**config.mk**
```make
export PLATFORM = sky130hd
export DESIGN_NAME = nco_sweep_controller
export DESIGN_NICKNAME = d
export VERILOG_FILES = /design/src/rtl/nco_sweep_controller.sv
export SDC_FILE = /design/constraint.sdc
export NUM_CORES = 1
export LEC_CHECK = 0
export ABC_AREA = 1
export CAP_MARGIN = 20
export CORE_ASPECT_RATIO = 1.5
export CORE_MARGIN = 4
export CORE_UTILIZATION = 55
export DETAILED_ROUTE_END_ITERATION = 10
export PLACE_DENSITY = 0.86
export SLEW_MARGIN = 20
export SYNTH_ARGS = -nofsm -noshare
export SYNTH_HDL_FRONTEND = slang
export SYNTH_SLANG_ARGS = --single-unit
```
**constraint.sdc**
```tcl
create_clock -name clk -period 4.89 [get_ports clk]
set_input_delay 1.467 -clock clk [delete_from_list [all_inputs] [get_ports clk]]
set_output_delay 1.467 -clock clk [all_outputs]
set_load 0.05 [all_outputs]
```
**src/rtl/nco_sweep_controller.sv**
```systemverilog
// -----------------------------------------------------------------------------
// nco_sweep_controller
//
// Frequency-sweep scheduler for the phase accumulator write port. It steps a
// tuning word from start_ftw toward stop_ftw by a signed step and holds each
// value for max(dwell_len,1) cycles. The last value is stop_ftw only when it is
// reached exactly. Sweeps run once (single-shot) or repeat back-to-back
// (continuous).
//
// Ports
//   clk         system clock, rising edge
//   rst         asynchronous active-low reset
//   start       sweep start request, honoured only in IDLE
//   abort       terminate the sweep from any state (wins over start)
//   continuous  1 = restart at start_ftw after each sweep (latched on start)
//   start_ftw   first tuning word, unsigned (latched on start)
//   stop_ftw    end bound, unsigned (latched on start)
//   step_ftw    signed two's-complement increment (latched on start)
//   dwell_len   cycles each tuning word is held, 0 acts as 1 (latched on start)
//   ftw_out     tuning word to the phase accumulator
//   ftw_we      one-cycle write strobe on the first cycle of each dwell
//   busy        high while a sweep is running
//   done        one-cycle pulse when a single-shot sweep completes
//   sweep_cnt   completed sweeps since the last start, saturating
// -----------------------------------------------------------------------------
module nco_sweep_controller #(
  parameter int FTW_W   = 32,
  parameter int DWELL_W = 16,
  parameter int CNT_W   = 8
) (
  input  logic               clk,
  input  logic               rst,
  input  logic               start,
  input  logic               abort,
  input  logic               continuous,
  input  logic [FTW_W-1:0]   start_ftw,
  input  logic [FTW_W-1:0]   stop_ftw,
  input  logic [FTW_W-1:0]   step_ftw,
  input  logic [DWELL_W-1:0] dwell_len,
  output logic [FTW_W-1:0]   ftw_out,
  output logic               ftw_we,
  output logic               busy,
  output logic               done,
  output logic [CNT_W-1:0]   sweep_cnt
);

  typedef enum logic [1:0] {
    ST_IDLE  = 2'd0,
    ST_DWELL = 2'd1,
    ST_DONE  = 2'd2
  } state_e;

  state_e             state_q;
  logic [FTW_W-1:0]   ftw_q;
  logic               ftw_we_q;
  logic               busy_q;
  logic               done_q;
  logic [CNT_W-1:0]   sweep_cnt_q;
  logic [DWELL_W-1:0] dwell_cnt_q;

  // Configuration captured at start acceptance
  logic [FTW_W-1:0]   start_cfg_q;
  logic [FTW_W-1:0]   stop_cfg_q;
  logic [FTW_W-1:0]   step_cfg_q;
  logic [DWELL_W-1:0] dwell_cfg_q;
  logic               cont_cfg_q;

  // Two extra bits so that the sum can neither wrap past 2^FTW_W nor below 0
  logic signed [FTW_W+1:0] next_ftw_s;
  logic signed [FTW_W+1:0] stop_ext_s;
  logic                    sweep_end_s;

  // Remaining-cycle count loaded at the start of a dwell: D-1, with D = max(len,1)
  function automatic logic [DWELL_W-1:0] dwell_reload(input logic [DWELL_W-1:0] len);
    if (len == {DWELL_W{1'b0}}) begin
      return {DWELL_W{1'b0}};
    end else begin
      return len - {{(DWELL_W-1){1'b0}}, 1'b1};
    end
  endfunction

  // Saturating increment of the completed-sweep counter
  function automatic logic [CNT_W-1:0] cnt_sat_inc(input logic [CNT_W-1:0] cnt);
    if (&cnt) begin
      return cnt;
    end else begin
      return cnt + {{(CNT_W-1){1'b0}}, 1'b1};
    end
  endfunction

  // Candidate next tuning word and end-of-sweep decision
  always_comb begin
    next_ftw_s  = {2'b00, ftw_q} + {{2{step_cfg_q[FTW_W-1]}}, step_cfg_q};
    stop_ext_s  = {2'b00, stop_cfg_q};
    sweep_end_s = 1'b0;
    if (step_cfg_q == {FTW_W{1'b0}}) begin
      sweep_end_s = 1'b1;
    end else if (step_cfg_q[FTW_W-1] == 1'b0) begin
      sweep_end_s = (next_ftw_s > stop_ext_s);
    end else begin
      sweep_end_s = (next_ftw_s < stop_ext_s);
    end
  end

  // Sweep FSM with registered outputs
  always_ff @(posedge clk or negedge rst) begin
    if (!rst) begin
      state_q     <= ST_IDLE;
      ftw_q       <= {FTW_W{1'b0}};
      ftw_we_q    <= 1'b0;
      busy_q      <= 1'b0;
      done_q      <= 1'b0;
      sweep_cnt_q <= {CNT_W{1'b0}};
      dwell_cnt_q <= {DWELL_W{1'b0}};
      start_cfg_q <= {FTW_W{1'b0}};
      stop_cfg_q  <= {FTW_W{1'b0}};
      step_cfg_q  <= {FTW_W{1'b0}};
      dwell_cfg_q <= {DWELL_W{1'b0}};
      cont_cfg_q  <= 1'b0;
    end else begin
      // Strobes are single-cycle unless re-asserted below
      ftw_we_q <= 1'b0;
      done_q   <= 1'b0;
      if (abort) begin
        // ftw_out and sweep_cnt deliberately hold their values
        state_q <= ST_IDLE;
        busy_q  <= 1'b0;
      end else begin
        case (state_q)
          ST_IDLE: begin
            if (start) begin
              start_cfg_q <= start_ftw;
              stop_cfg_q  <= stop_ftw;
              step_cfg_q  <= step_ftw;
              dwell_cfg_q <= dwell_len;
              cont_cfg_q  <= continuous;
              sweep_cnt_q <= {CNT_W{1'b0}};
              ftw_q       <= start_ftw;
              ftw_we_q    <= 1'b1;
              busy_q      <= 1'b1;
              dwell_cnt_q <= dwell_reload(dwell_len);
              state_q     <= ST_DWELL;
            end else begin
              state_q <= ST_IDLE;
            end
          end
          ST_DWELL: begin
            if (dwell_cnt_q != {DWELL_W{1'b0}}) begin
              dwell_cnt_q <= dwell_cnt_q - {{(DWELL_W-1){1'b0}}, 1'b1};
            end else if (!sweep_end_s) begin
              ftw_q       <= next_ftw_s[FTW_W-1:0];
              ftw_we_q    <= 1'b1;
              dwell_cnt_q <= dwell_reload(dwell_cfg_q);
            end else begin
              sweep_cnt_q <= cnt_sat_inc(sweep_cnt_q);
              if (cont_cfg_q) begin
                // Restart with no gap: the write spacing stays D
                ftw_q       <= start_cfg_q;
                ftw_we_q    <= 1'b1;
                dwell_cnt_q <= dwell_reload(dwell_cfg_q);
              end else begin
                state_q <= ST_DONE;
                done_q  <= 1'b1;
                busy_q  <= 1'b0;
              end
            end
          end
          ST_DONE: begin
            state_q <= ST_IDLE;
          end
          default: begin
            state_q <= ST_IDLE;
            busy_q  <= 1'b0;
          end
        endcase
      end
    end
  end

  assign ftw_out   = ftw_q;
  assign ftw_we    = ftw_we_q;
  assign busy      = busy_q;
  assign done      = done_q;
  assign sweep_cnt = sweep_cnt_q;

endmodule

```
==> metrics.md, run 1 <==
| Metric | Value |
|---|---|
| Status | completed |
| Worst Setup SP | ftw_out[0] |
| Vert. Die Dim | 184.5 um |
| Clock Tree Buf Depth | 2 |
| Worst Setup Path Type | reg2reg |
| Synth unique cells | 47 |
| Root buf cell | clkbuf_16 |
| Arrival @ worst endpoint | 4.93 ns |
| Hold Fails Final Rpt | 0 |
| Worst hold-check path type | reg2reg |
| Layout cells sized above 1 | approximately 6.1% |
| Worst EP required | 5.26 ns |
| CTS tree | done |
| Total clock sinks | 174 |
| Die Width | 125.7 um |
| Placed instance count | 1930 |
| Fin crit share | 93.14% |
| Synth Warn # | 0 |
| # rows | 64 |
| Mux cell area share after synthesis | 3.155% |
| Die footprint | ~0.023 mm^2 |
| Max Cap Viol | 0 |
| # hold bufs at CTS | 0 |
| DRT Wirelength | roughly 33000 um |
| Setup Buffers After CTS | 0 |
| Routed Antenna Nets | 0 |
| Seq/Total Area, Yosys | roughly two fifths |
| Register share of total power | 23.9% |
| Crit-path max FO | 14 |
| Max stage delay on crit path | 0.40 ns |
| DR DRC count | 0 |
| Input/output buffers | approximately 160 |
| CP Capture Point | sweep_cnt[6] |
| Clock H-tree levels | 4 |
| Final Wtd Congestion | 0.9502 |
| RSZ-0062 raised after global routing | no |
| Initial DRC Count | 809 |
| Post-Synth Simple-Gate Area | between 20% and 30% |
| Largest family of logic cells by synthesized area | simple AND/OR/NAND/NOR gates |
| Final setup fails | 0 |
| XOR/XNOR share of the synthesized area | around 5% |
| Core footprint | between 0.02 and 0.025 mm^2 |
| Avg Cell Area, Syn | around 7.4 um^2 |
| Tightest hold margin | 0.4930 ns |
| Num ports | 160 |
| Clk Latency, worst-skew pair | 0.44 ns |
| Cell taking the most area after synthesis | dfrtp_1 |
| Pwr dens | 629.8 mW/mm^2 |
| Cells after synthesis | 1543 |
| Area contributors post-synth | dfrtp_1 38%, nand2_1 14%, ha_1 7.7%, inv_1 6.4%, nor2_1 5.3% |
| Most common cell in the netlist | nand2_1 |
| Crit-path slowest cell | dfrtp_1 |
| Gate power share | approximately three fifths |
| Max IR drop VDD | 0.3736 mV |
| Hold path start | dwell_cfg_q[15] |
| CP endpoint kind | flop |
| Number of buffers created by CTS | 17 |
| Tmin final | 4.554 ns |
| Commonest cells post-synth | 413 x nand2_1, 196 x inv_1, 174 x dfrtp_1, 161 x nor2_1, 116 x a21oi_1 |
| Worst-path clk slew | 0.07 ns |
| Synth Area in Compound Gates | approximately 10% |
| Leak pwr | 7.125 nW |
| Starting Density | a little under three fifths |
| FF-to-FF Start | ftw_out[0] |
| Switching share of power | 49.39% |
| Commonest register cell after synthesis | dfrtp_1 |
| F_max | 0.2196 GHz |
| R2R Setup Slk | around 0.34 ns |
| DR vias | 11000 |
| All-layer global routing usage | 28.44% |
| Critical Path Most Common Cell | nand2_1 |
| Rel. slew slack | 39.05% |
| Final Non-Filler Cells | between 1500 and 2000 |
| Reg-to-reg endpoint | sweep_cnt[6] |
| Post-synthesis adder-cell area fraction | 7.843% |
| Largest net degree at the start of global routing | 168 |
| Mapped cell area | 0.01142 mm^2 |
| Final slew viol count | 0 |
| Setup_tns | 0 ns |
| #FFs+latches synth | roughly 170 |
| NetSw | 4.332 mW |
| WL per Instance | 16.84 um |
| Drt pass-1 iters | 5 |
| Clock share of power | 16.6% |
| Clock skew | approximately 0.013 ns |
| Drt via density | 5.607 |
| # diodes | 0 |
| Yosys top cell area share | 38.12% |
| Worst-case reg-to-reg path depth | 28 |
| Vias in the first global route | 11090 |
| Post-synth EDFFs | 0 |
| Initial antenna violation count | 0 |
| Ys async rst share | 100.0% |
| Post-DP HPWL | around 24000 um |
| Crit path launch type | flop |
| Number of nets in the final layout | between 1500 and 2000 |
| P_int | between 4 and 5 mW |
| Syn Nets | 1731 |
| First-pass GRT wire length | 53340 um |
| GR Overflow Total | 0 |
| Area growth, synth to finish | 21.90% |
| Resize count post-CTS | 1 |
| Actual slew at the worst max-slew pin | 0.9143 ns |
## per-stage QoR
step | power, mW | setup slack (ns) | util [%] | cell area (um^2)
final | 8.770 | 0.3356 | 68.19 | 13920
after global routing | 9.433 | 0.01530 | 68.19 | 13920
after CTS | 8.667 | 0.1087 | 68.07 | 13900
after detailed placement | 7.129 | -0.004109 | 65.03 | 13280
after global placement | 6.970 | 0.08284 | 65.03 | 13280
after floorplan | 5.653 | 0.8848 | - | 11420
## worst min-delay path by stage
stage | to | slack, ns | cells after the start
final | dwell_cfg_q[15] | 0.49 | 2
after CTS | dwell_cfg_q[15] | 0.49 | 2
after floorplan | dwell_cfg_q[0] | 0.45 | 2
after global routing | dwell_cfg_q[0] | 0.53 | 2
after global placement | dwell_cfg_q[15] | 0.47 | 2
after detailed placement | dwell_cfg_q[15] | 0.47 | 2
## power groups by stage
stage	registers [mW]	logic [mW]	clock network, mW
2_1_floorplan	2.50	3.15	0
3_3_place_gp	2.10	4.87	0
3_5_place_dp	2.10	5.02	0
4_1_cts	2.09	5.11	1.47
5_1_grt	2.13	5.77	1.54
6_report	2.10	5.21	1.46
## placed cells by master, fill, tap and decap left out, types with 10 or more instances in the layout
cell type and instances:
clkdlybuf4s50_1 158, clkbuf_16 17, o21ai_0 36, nor3_1 18, nand2_1 412, buf_4 10, inv_1 196, xnor2_1 16
nand3_1 110, o21bai_1 11, nor4_1 17, dfrtp_1 174, ha_1 70, mux2_2 32, nor2_1 160, a21oi_1 116
xor2_1 47
## flip-flops by register name, summed over array words and instances, names as in the netlist
register / flops
dwell_cnt_q: 16
state_q: 2
cont_cfg_q: 1
dwell_cfg_q: 16
ftw_we: 1
done: 1
ftw_out: 32
stop_cfg_q: 32
sweep_cnt: 8
busy: 1
start_cfg_q: 32
step_cfg_q: 32
## critical path: cells and delay by family, from the launching register on
family                   cells  cell delay (ns)
flip-flops                   1             0.40
AO/OA/AOI/OAI                5             0.98
XOR/XNOR                     1             0.20
buffers and inverters        2             0.31
AND/OR/NAND/NOR             17             1.78
adder cells (fa/ha/maj)      3             0.80
## layout make-up
cell class,count,area (um^2)
Timing Repair Buffer,173,1748
Inverter,196,735.7
Tap cell,264,330.3
Sequential cell,174,4354
Clock inverter,13,177.7
Clock buffer,19,442.9
Multi-Input combinational cell,1123,6135
Fill cell,1647,6496
## metal layers
layer / GRT usage (%) / share of wire [%] / routed length [um] / up-vias
li1: - / - / - / 5255
met5: 0 / 0 / 0 / -
met2: 51.91 / 52 / 17080 / 466
met4: 15.15 / 5.4 / 1770 / 0
met1: 31.89 / 37 / 12250 / 5149
met3: 4.146 / 5.9 / 1950 / 130
## kinds of logic (layout without fill, tap and decap cells)
family / count (synthesis) / count (layout)
xor+xnor: 64 / 64
mux: 32 / 32
simple gates: 749 / 749
fa+ha+maj: 71 / 71
flops: 174 / 174
buf+inv: 246 / 401
compound gates: 207 / 207
Power figures use the tool's default switching activity.
==> run 2, diff against run 1 <==
--- a/config.mk
+++ b/config.mk
@@ -11,7 +11,7 @@
 export CORE_MARGIN = 4
 export CORE_UTILIZATION = 55
 export DETAILED_ROUTE_END_ITERATION = 10
-export PLACE_DENSITY = 0.86
+export PLACE_DENSITY = 0.8
 export SLEW_MARGIN = 20
 export SYNTH_ARGS = -nofsm -noshare
 export SYNTH_HDL_FRONTEND = slang
==> run 2 against run 1 <==
Compared with the run above:
- combinational power increased by 1%
- first-iteration DRC count decreased by 27%
- clock power decreased by 7%
- worst hold slack got worse by 0.021 ns
- critical path depth increased by 3
- setup slack improved by 0.047 ns
- critical path type unchanged
- critical endpoint is now ftw_out[23]
- highest routed layer unchanged
==> metrics.md, run 2 (synthesis gave the netlist of run 1 again) <==
| Metric | Value |
|---|---|
| Actual slew at the worst max-slew pin | 0.8649 ns (-0.04937 ns) |
| DR vias | 10820 (-1.7%) |
| Post-DP HPWL | 25540 um (+4.4%) |
| Drt pass-1 iters | 5 (unchanged) |
| Max Cap Viol | 0 (unchanged) |
| Initial antenna violation count | 0 (unchanged) |
| Total clock sinks | 174 (unchanged) |
| Rel. slew slack | 42.34% (+3.3 points) |
| Final Non-Filler Cells | 1969 (+0.36%) |
| Largest net degree at the start of global routing | 93 (-45%) |
| # rows | 64 (unchanged) |
| Commonest non-fill, non-tap cells in the layout | 412 x nand2_1, 196 x inv_1, 174 x dfrtp_1 |
| Starting Density | 55.94% (unchanged) |
| Core footprint | 0.02042 mm^2 (unchanged) |
| DRT Wirelength | 33760 um (+2.1%) |
| Vert. Die Dim | 184.5 um (unchanged) |
| Fin crit share | 92.18% (-0.95 points) |
| Worst hold-check path type | reg2reg |
| Drt via density | 5.494 (-2.0%) |
| Clock skew | 0.005814 ns (-0.007127 ns) |
| Max stage delay on crit path | 0.40 ns (about the same) |
| Clock Tree Buf Depth | 2 (unchanged) |
| Placed instance count | 1935 (+0.26%) |
| F_max | 0.2218 GHz (+1.0%) |
| Input/output buffers | 159 (unchanged) |
| Tmin final | 4.508 ns (-0.04663 ns) |
| Die Width | 125.7 um (unchanged) |
| Num ports | 160 (unchanged) |
| RSZ-0062 raised after global routing | no |
| Routed Antenna Nets | 0 (unchanged) |
| CTS tree | done |
| First-pass GRT wire length | 53930 um (+1.1%) |
| Final slew viol count | 0 (unchanged) |
| Crit-path slowest cell | dfrtp_1 |
| Max IR drop VDD | 0.4012 mV (+7.4%) |
| Area growth, synth to finish | 21.88% (about the same) |
| Number of buffers created by CTS | 17 (unchanged) |
| Status | completed |
| WL per Instance | 17.14 um (+1.8%) |
| Arrival @ worst endpoint | 4.89 ns (-0.04 ns) |
| Final setup fails | 0 (unchanged) |
| Clock H-tree levels | 4 (unchanged) |
| Leak pwr | 7.135 nW (+0.14%) |
| # hold bufs at CTS | 0 (unchanged) |
| Final core occ | 68.17% (about the same) |
| Root buf cell | clkbuf_16 |
| Final Wtd Congestion | 0.9461 (-0.43%) |
| Crit-path max FO | 33 (+19) |
| CP endpoint kind | flop |
| Clk Latency, worst-skew pair | 0.44 ns (about the same) |
| R2R Setup Slk | 0.38 ns (+0.05 ns) |
| Initial DRC Count | 590 (-27%) |
| Die footprint | 0.02319 mm^2 (unchanged) |
| Worst EP required | 5.27 ns (about the same) |
| Number of nets in the final layout | 1880 (+0.37%) |
| GR Overflow Total | 0 (unchanged) |
| Commonest non-fill, non-tap cell in the layout | nand2_1 |
| Worst Setup Path Type | reg2reg |
| DR DRC count | 0 (unchanged) |
| Critical Path Most Common Cell | nand2_1 |
| Crit path launch type | flop |
| Hold Fails Final Rpt | 0 (unchanged) |
| Layout cells sized above 1 | 6.276% (+0.15 points) |
| Vias in the first global route | 11040 (-0.43%) |
| # diodes | 0 (unchanged) |
| All-layer global routing usage | 29.25% (+0.81 points) |
| Worst-path clk slew | 0.07 ns (about the same) |
| Pwr dens | 627.5 mW/mm^2 (-0.37%) |
==> run 2: cell types whose count changed in the layout (fill, tap and decap cells not counted), sizes merged <==
cell    previous run  this run
clkbuf            19        25
buf               15        22
bufinv             3         1
inv              201       197
==> run 2: path summary, 6_finish.rpt <==
path | from | end | depth (start not counted)
max | ftw_out[0] | ftw_out[23] | 31
min | busy | busy | 2
max reg2reg | ftw_out[0] | ftw_out[23] | 31
min reg2reg | busy | busy | 2
max in group asynchronous | rst | sweep_cnt[0] | 2
min in group asynchronous | rst | dwell_cnt_q[1] | 1
==> run 2: per-layer routing <==
metal / track usage (%) / up-vias / wire length, um
li1: - / 5257 / -
met1: 31.53 / 5027 / 12620
met2: 53.60 / 412 / 17610
met4: 17.36 / 0 / 1951
met3: 4.755 / 121 / 1577
met5: 0 / - / 0
==> run 2: final cells by class <==
| class | instances | area, um^2 |
|---|---|---|
| Clock buffer | 25 | 505.5 |
| Clock inverter | 7 | 76.32 |
| Fill cell | 1713 | 6499 |
| Inverter | 196 | 735.7 |
| Multi-Input combinational cell | 1123 | 6123 |
| Sequential cell | 174 | 4354 |
| Tap cell | 264 | 330.3 |
| Timing Repair Buffer | 180 | 1795 |
==> run 2: through the flow <==
stage / cell area [um^2] / total power, mW / setup TNS (ns) / hold WS, ns / worst slack (ns)
after global routing: 13920 / 9.429 / 0 / 0.4977 / 0.02186
after global placement: 13300 / 7.116 / -2.690 / 0.4550 / -0.09146
after floorplan: 11420 / 5.653 / 0 / 0.4530 / 0.8848
after detailed placement: 13300 / 7.228 / -2.686 / 0.4615 / -0.1197
final: 13920 / 8.736 / 0 / 0.4722 / 0.3822
after CTS: 13890 / 8.647 / 0 / 0.4783 / 0.1463
==> run 2: timing repair <==
item,4_1_cts,5_1_grt
buffers inserted,0,2
setup endpoints to repair,33,48
pin swaps,0,1
resized for setup,2,4
==> run 2: power by group <==
group          total (mW)  internal [mW]  switching [mW]
Combinational        5.28           1.87            3.40
Sequential           2.10           1.77           0.333
Clock                1.36          0.772           0.584
==> run 2: critical path: cells and delay by family, from the launching register on <==
kind | cells | cell delay [ns]
adder cells (fa/ha/maj) | 3 | 0.90
XOR/XNOR | 1 | 0.30
flip-flops | 1 | 0.40
AND/OR/NAND/NOR | 23 | 2.11
buffers and inverters | 3 | 0.42
AO/OA/AOI/OAI | 1 | 0.29
==> run 3, diff against run 2 <==
--- a/config.mk
+++ b/config.mk
@@ -6,10 +6,10 @@
 export NUM_CORES = 1
 export LEC_CHECK = 0
 export ABC_AREA = 1
-export CAP_MARGIN = 20
 export CORE_ASPECT_RATIO = 1.5
 export CORE_MARGIN = 4
 export CORE_UTILIZATION = 55
+export CTS_CLUSTER_SIZE = 24
 export DETAILED_ROUTE_END_ITERATION = 10
 export PLACE_DENSITY = 0.8
 export SLEW_MARGIN = 20
==> results of run 3 <==
Same layout as run 2: the final DEF is identical, and so are final timing and power.
